## src/rtl/sha512_msg_padder.sv

```systemverilog
// SHA-512 message padder: packs a byte stream into 1024-bit chunks, appending
// the 0x80 marker, zero fill and the 128-bit big-endian message bit length.
module sha512_msg_padder #(
  parameter int unsigned CNT_W = 64
) (
  input  logic          clk,
  input  logic          reset,
  input  logic [7:0]    in_data,
  input  logic          in_valid,
  input  logic          in_last,
  input  logic          in_empty,
  output logic          in_ready,
  output logic [1023:0] chunk,
  output logic          chunk_valid,
  input  logic          chunk_ready,
  output logic          chunk_first,
  output logic          chunk_last
);

  localparam int unsigned CHUNK_BYTES = 128;
  localparam int unsigned LEN_POS     = 112;
  localparam int unsigned IDX_W       = 8;
  localparam int unsigned LEN_W       = 128;

  typedef enum logic [1:0] {S_FILL, S_PAD, S_EMIT, S_EXTRA} state_t;

  state_t            state, state_n;
  logic [IDX_W-1:0]  idx, idx_n;
  logic [CNT_W-1:0]  count, count_n;
  logic              first_pend, first_pend_n;
  logic              extra_pend, extra_pend_n;
  logic              extra_has80, extra_has80_n;
  logic [1023:0]     chunk_n;
  logic              chunk_valid_n, chunk_first_n, chunk_last_n, in_ready_n;
  logic [LEN_W-1:0]  len_bits;

  // Message length in bits, wrapped to the 128-bit length field.
  assign len_bits = LEN_W'(count) << 3;

  // Next-state and next-output logic; the chunk register doubles as the
  // fill buffer and is cleared after every handshake so padding only has to
  // place the marker and the length.
  always_comb begin
    state_n       = state;
    idx_n         = idx;
    count_n       = count;
    first_pend_n  = first_pend;
    extra_pend_n  = extra_pend;
    extra_has80_n = extra_has80;
    chunk_n       = chunk;
    chunk_valid_n = chunk_valid;
    chunk_first_n = chunk_first;
    chunk_last_n  = chunk_last;

    case (state)
      S_FILL: begin
        if (in_valid && in_ready) begin
          if (!(in_last && in_empty)) begin
            for (int k = 0; k < int'(CHUNK_BYTES); k++) begin
              if (IDX_W'(k) == idx) chunk_n[1023-8*k -: 8] = in_data;
            end
            idx_n   = idx + IDX_W'(1);
            count_n = count + CNT_W'(1);
          end
          if (in_last) begin
            state_n = S_PAD;
          end else if (idx == IDX_W'(CHUNK_BYTES - 1)) begin
            state_n       = S_EMIT;
            chunk_valid_n = 1'b1;
            chunk_first_n = first_pend;
            chunk_last_n  = 1'b0;
          end
        end
      end

      S_PAD: begin
        // idx == 128 matches no byte: the marker moves to the extra chunk.
        for (int k = 0; k < int'(CHUNK_BYTES); k++) begin
          if (IDX_W'(k) == idx) chunk_n[1023-8*k -: 8] = 8'h80;
        end
        if (idx <= IDX_W'(LEN_POS - 1)) begin
          chunk_n[LEN_W-1:0] = len_bits;
          chunk_last_n       = 1'b1;
        end else begin
          extra_pend_n  = 1'b1;
          extra_has80_n = (idx == IDX_W'(CHUNK_BYTES));
          chunk_last_n  = 1'b0;
        end
        state_n       = S_EMIT;
        chunk_valid_n = 1'b1;
        chunk_first_n = first_pend;
      end

      S_EMIT: begin
        if (chunk_ready) begin
          chunk_valid_n = 1'b0;
          first_pend_n  = 1'b0;
          idx_n         = '0;
          chunk_n       = '0;
          if (extra_pend) begin
            state_n = S_EXTRA;
          end else begin
            state_n = S_FILL;
            if (chunk_last) begin
              count_n      = '0;
              first_pend_n = 1'b1;
            end
          end
        end
      end

      S_EXTRA: begin
        chunk_n            = '0;
        chunk_n[1023 -: 8] = extra_has80 ? 8'h80 : 8'h00;
        chunk_n[LEN_W-1:0] = len_bits;
        extra_pend_n       = 1'b0;
        extra_has80_n      = 1'b0;
        state_n            = S_EMIT;
        chunk_valid_n      = 1'b1;
        chunk_first_n      = first_pend;
        chunk_last_n       = 1'b1;
      end

      default: state_n = S_FILL;
    endcase

    in_ready_n = (state_n == S_FILL);
  end

  // State and output registers with synchronous reset.
  always_ff @(posedge clk) begin
    if (reset) begin
      state       <= S_FILL;
      idx         <= '0;
      count       <= '0;
      first_pend  <= 1'b1;
      extra_pend  <= 1'b0;
      extra_has80 <= 1'b0;
      chunk       <= '0;
      chunk_valid <= 1'b0;
      chunk_first <= 1'b0;
      chunk_last  <= 1'b0;
      in_ready    <= 1'b0;
    end else begin
      state       <= state_n;
      idx         <= idx_n;
      count       <= count_n;
      first_pend  <= first_pend_n;
      extra_pend  <= extra_pend_n;
      extra_has80 <= extra_has80_n;
      chunk       <= chunk_n;
      chunk_valid <= chunk_valid_n;
      chunk_first <= chunk_first_n;
      chunk_last  <= chunk_last_n;
      in_ready    <= in_ready_n;
    end
  end

endmodule
```

## config.mk

```make
export PLATFORM = sky130hd
export DESIGN_NAME = sha512_msg_padder
export DESIGN_NICKNAME = d
export VERILOG_FILES = /design/src/rtl/sha512_msg_padder.sv
export SDC_FILE = /design/constraint.sdc
export NUM_CORES = 2
export LEC_CHECK = 0
export CORE_AREA = 3 3 410 412
export DETAILED_ROUTE_END_ITERATION = 6
export DIE_AREA = 0 0 413 415
export SYNTH_ARGS = -nofsm -noshare
export SYNTH_HDL_FRONTEND = slang
export SYNTH_SLANG_ARGS = --single-unit
```

## constraint.sdc

```tcl
create_clock -name clk -period 2.7 [get_ports clk]
set_clock_uncertainty 0.05 [all_clocks]
set_input_delay 0.54 -clock clk [delete_from_list [all_inputs] [get_ports clk]]
set_output_delay 0.54 -clock clk [all_outputs]
set_load 0.1 [all_outputs]
```

==> results.yml <==
yosys:
  syn_nets: 4225
  syn_inst: 4205
  ys_warn_count: 0
  yosysTopAreaCellShare_pct: 53.3
  synth_area_mm2: 0.0415
  synth_cell_types: 55
  synth_edf_count: 0
  syn_area_per_cell_um2: 9.87
  yosys.area.top_type: "dfxtp_1"
  async_flop_share_pct: 0
  ys_ff_latch: 1105
  synth-main-ff-cell: "dfxtp_1"
  seq_area_frac_synth_pct: 53.3
  synth.area.top_cells: "dfxtp_1, mux2i_1, nor2_1, a21oi_1, clkbuf_1"
route:
  dr_total_vias: 35000
  vias_per_cell: 4.58
  drc: 0
  ant_nets: 0
  dr.pass1.iters: 6
  wirelength_um: 182000
  drt_iter0_drc: 2480
  wl_per_cell_um: 23.8
clock_tree:
  path_clk_slew_ns: 0.06
  root_buffer: "clkbuf_16"
  clock_path_buffers: 3
  cts_sinks: 1105
  cts_buffers: 120
  ctsHtreeMaxLevel: 3
  cts_tree: "yes"
  clk_latency_ns: 0.78
grt:
  grt_use_met3_pct: 4.36
  antenna_found_initial: 1
  grt_overflow: 0
  grtUsageMet2_pct: 34.7
  grt-busiest-layer: "met2"
  grt_max_degree: 122
  grt_pass1_vias: 34000
  grtUsageMet1_pct: 25.4
  grt_first_pass_wirelength_um: 256000
  grt_usage_pct: 20.4
layout:
  fill_cells: 16600
  area.growth.synth_to_final_pct: 43.0
  final_area_mm2: 0.0593
  drive_gt1_share_pct: 30.4
  final_nets: 5370
  diodes: 0
floorplan:
  die-area_mm2: 0.171
  io_pins: 1042
  die_w_um: 413
  die_h_um: 415
  initial_core_util_pct: 25.2
  coreArea_mm2: 0.165
  num_rows: 149
placement:
  hpwl_um: 132000
  routabilityCongestion: 0.836
  port_buffers: 1041
  place_area_mm2: 0.0553
run_status:
  status: "finished, final reports clean"
worst_hold_path:
  min_path_type: "input port to register"
worst_setup_path:
  required_ns: 3.35
  critPathArrivalTime_ns: 3.19
  critPathLaunchType: "register"
  worstSetupPathType: "register to register"
  endpoint_kind: "register"
  worstPathMaxFanout: 20
timing:
  period_needed_ns: 2.54
  slew_violations: 0
  max_slew_margin_pct: 34.2
  hold_viol_final: 0
  rsz0062_at_grt: "no"
  worst_pin_slew_ns: 0.986
  fmax_ghz: 0.394
  setup_viol: 0
  period_share_pct: 94.1
power:
  power.density_mw_per_mm2: 609
  leakagePower_nw: 22.5
  vdd_drop_max_mv: 0.630
  p_total_mw: 36.2
run:
  max_cap_violations: 0
[area by class of cell]
type	count	area [um2]	share of cell area (%)
repair buffers	1352	12100	20.4
well taps	2189	2740	4.62
clock buffers	177	3510	5.91
inverters	9	33.8	0.0569
multi-input cells	2762	18300	30.8
flip-flops and latches	1105	22100	37.3
clock inverters	45	533	0.898
[synthesized netlist by cell type, types with 10 or more instances]
| master | instances |
|---|---|
| or4_1 | 20 |
| nor2_1 | 1119 |
| clkbuf_1 | 242 |
| dfxtp_1 | 1105 |
| xor2_1 | 16 |
| buf_2 | 19 |
| nand2_1 | 45 |
| or3_1 | 19 |
| a21oi_1 | 226 |
| xnor2_1 | 10 |
| nor2_2 | 68 |
| o31ai_1 | 20 |
| mux2i_1 | 964 |
| nand4_1 | 14 |
| buf_1 | 64 |
| a211oi_1 | 67 |
| nand3_1 | 24 |
| and2_1 | 11 |
| o21ai_0 | 24 |
[kinds of logic (layout without fill, tap and decap cells)]
group / Yosys count / count (layout) / synth area share, %
AND/OR/NAND/NOR: 1391 / 1391 / 14.2
flip-flops: 1105 / 1105 / 53.3
multiplexers: 964 / 964 / 23.2
AO/OA/AOI/OAI: 375 / 375 / 5.32
buffers and inverters: 338 / 1583 / 3.16
XOR/XNOR: 26 / 26 / 0.549
adder cells (fa/ha/maj): 6 / 6 / 0.181
[stage by stage]
| stage | instances | setup TNS (ns) | worst slack (ns) | util, % | hold WS [ns] |
|---|---|---|---|---|---|
| after floorplan | 4205 | 0 | 0.235 | - | 0.387 |
| after global routing | 7639 | 0 | 0.00419 | 36.0 | 0.121 |
| after global placement | 7417 | -81.09 | -0.248 | 33.5 | 0.396 |
| final | 7639 | 0 | 0.160 | 36.0 | 0.166 |
| after detailed placement | 7417 | -98.01 | -0.284 | 33.5 | 0.402 |
| after CTS | 7639 | 0 | 0.0428 | 36.0 | 0.0590 |
[layer usage]
metal | part of all wire (%) | vias up
met4 | 3.3 | 0
met2 | 49 | 1101
li1 | - | 16500
met5 | 0 | -
met3 | 6.1 | 250
met1 | 42 | 17100
[layout by cell type (no fill, tap or decap), drive strengths merged, types with 5 or more instances in the layout]
cell type and count:
o211ai 6, o31ai 20, bufinv 5, and4 5, xnor2 10, mux2i 964, inv 17, nor2 1187
and2 11, clkinvlp 8, clkdlybuf4s50 12, and3 9, or4 21, nand4 15, nand3 25, dfxtp 1105
a21oi 233, and3b 9, clkinv 24, ha 6, a211oi 67, or3 20, o2111ai 8, nor4b 5
nor3b 7, clkbuf 177, o21ai 24, xor2 16, buf 1340, nor3 9, nor4 7, a31oi 6
nand2 45
[final timing paths]
check                            from                  endpoint  cells after the start  slack (ns)
min                             reset  chunk_first$_SDFFE_PP0P_                      2        0.17
max            count[26]$_SDFFE_PP0P_    count[54]$_SDFFE_PP0P_                      5        0.16
max reg2reg    count[26]$_SDFFE_PP0P_    count[54]$_SDFFE_PP0P_                      5        0.16
min reg2reg  extra_has80$_SDFFE_PP0P_  extra_has80$_SDFFE_PP0P_                      2        0.41
[worst max-delay path, stage by stage (launching register included)]
cell and delay [ns]:
dfxtp_1 0.43, nand4_1 0.23, or4_4 0.65, or3_4 0.46, or4_1 0.49, a21oi_1 0.16
[report_power, final]
group          switching (mW)  total (mW)  internal, mW
Combinational            2.19        2.92         0.723
Clock                    7.22        16.8          9.54
Sequential             0.0786        16.5          16.4
[sequential cells by signal (all words and copies together) (netlist names)]
signal and flops:
extra_has80 1, extra_pend 1, chunk_valid 1, chunk 1024, first_pend 1, chunk_last 1
in_ready 1, count 64, state 2, idx 8, chunk_first 1
[repair_timing]
item | 4_1_cts | 5_1_grt
hold buffers | 0 | 0
resized for setup | 3 | 4
buffers inserted | 0 | 0
endpoints found under the setup margin | 10 | 19
cloned | 0 | 0
Note: power is estimated with default switching activity, not from simulation.
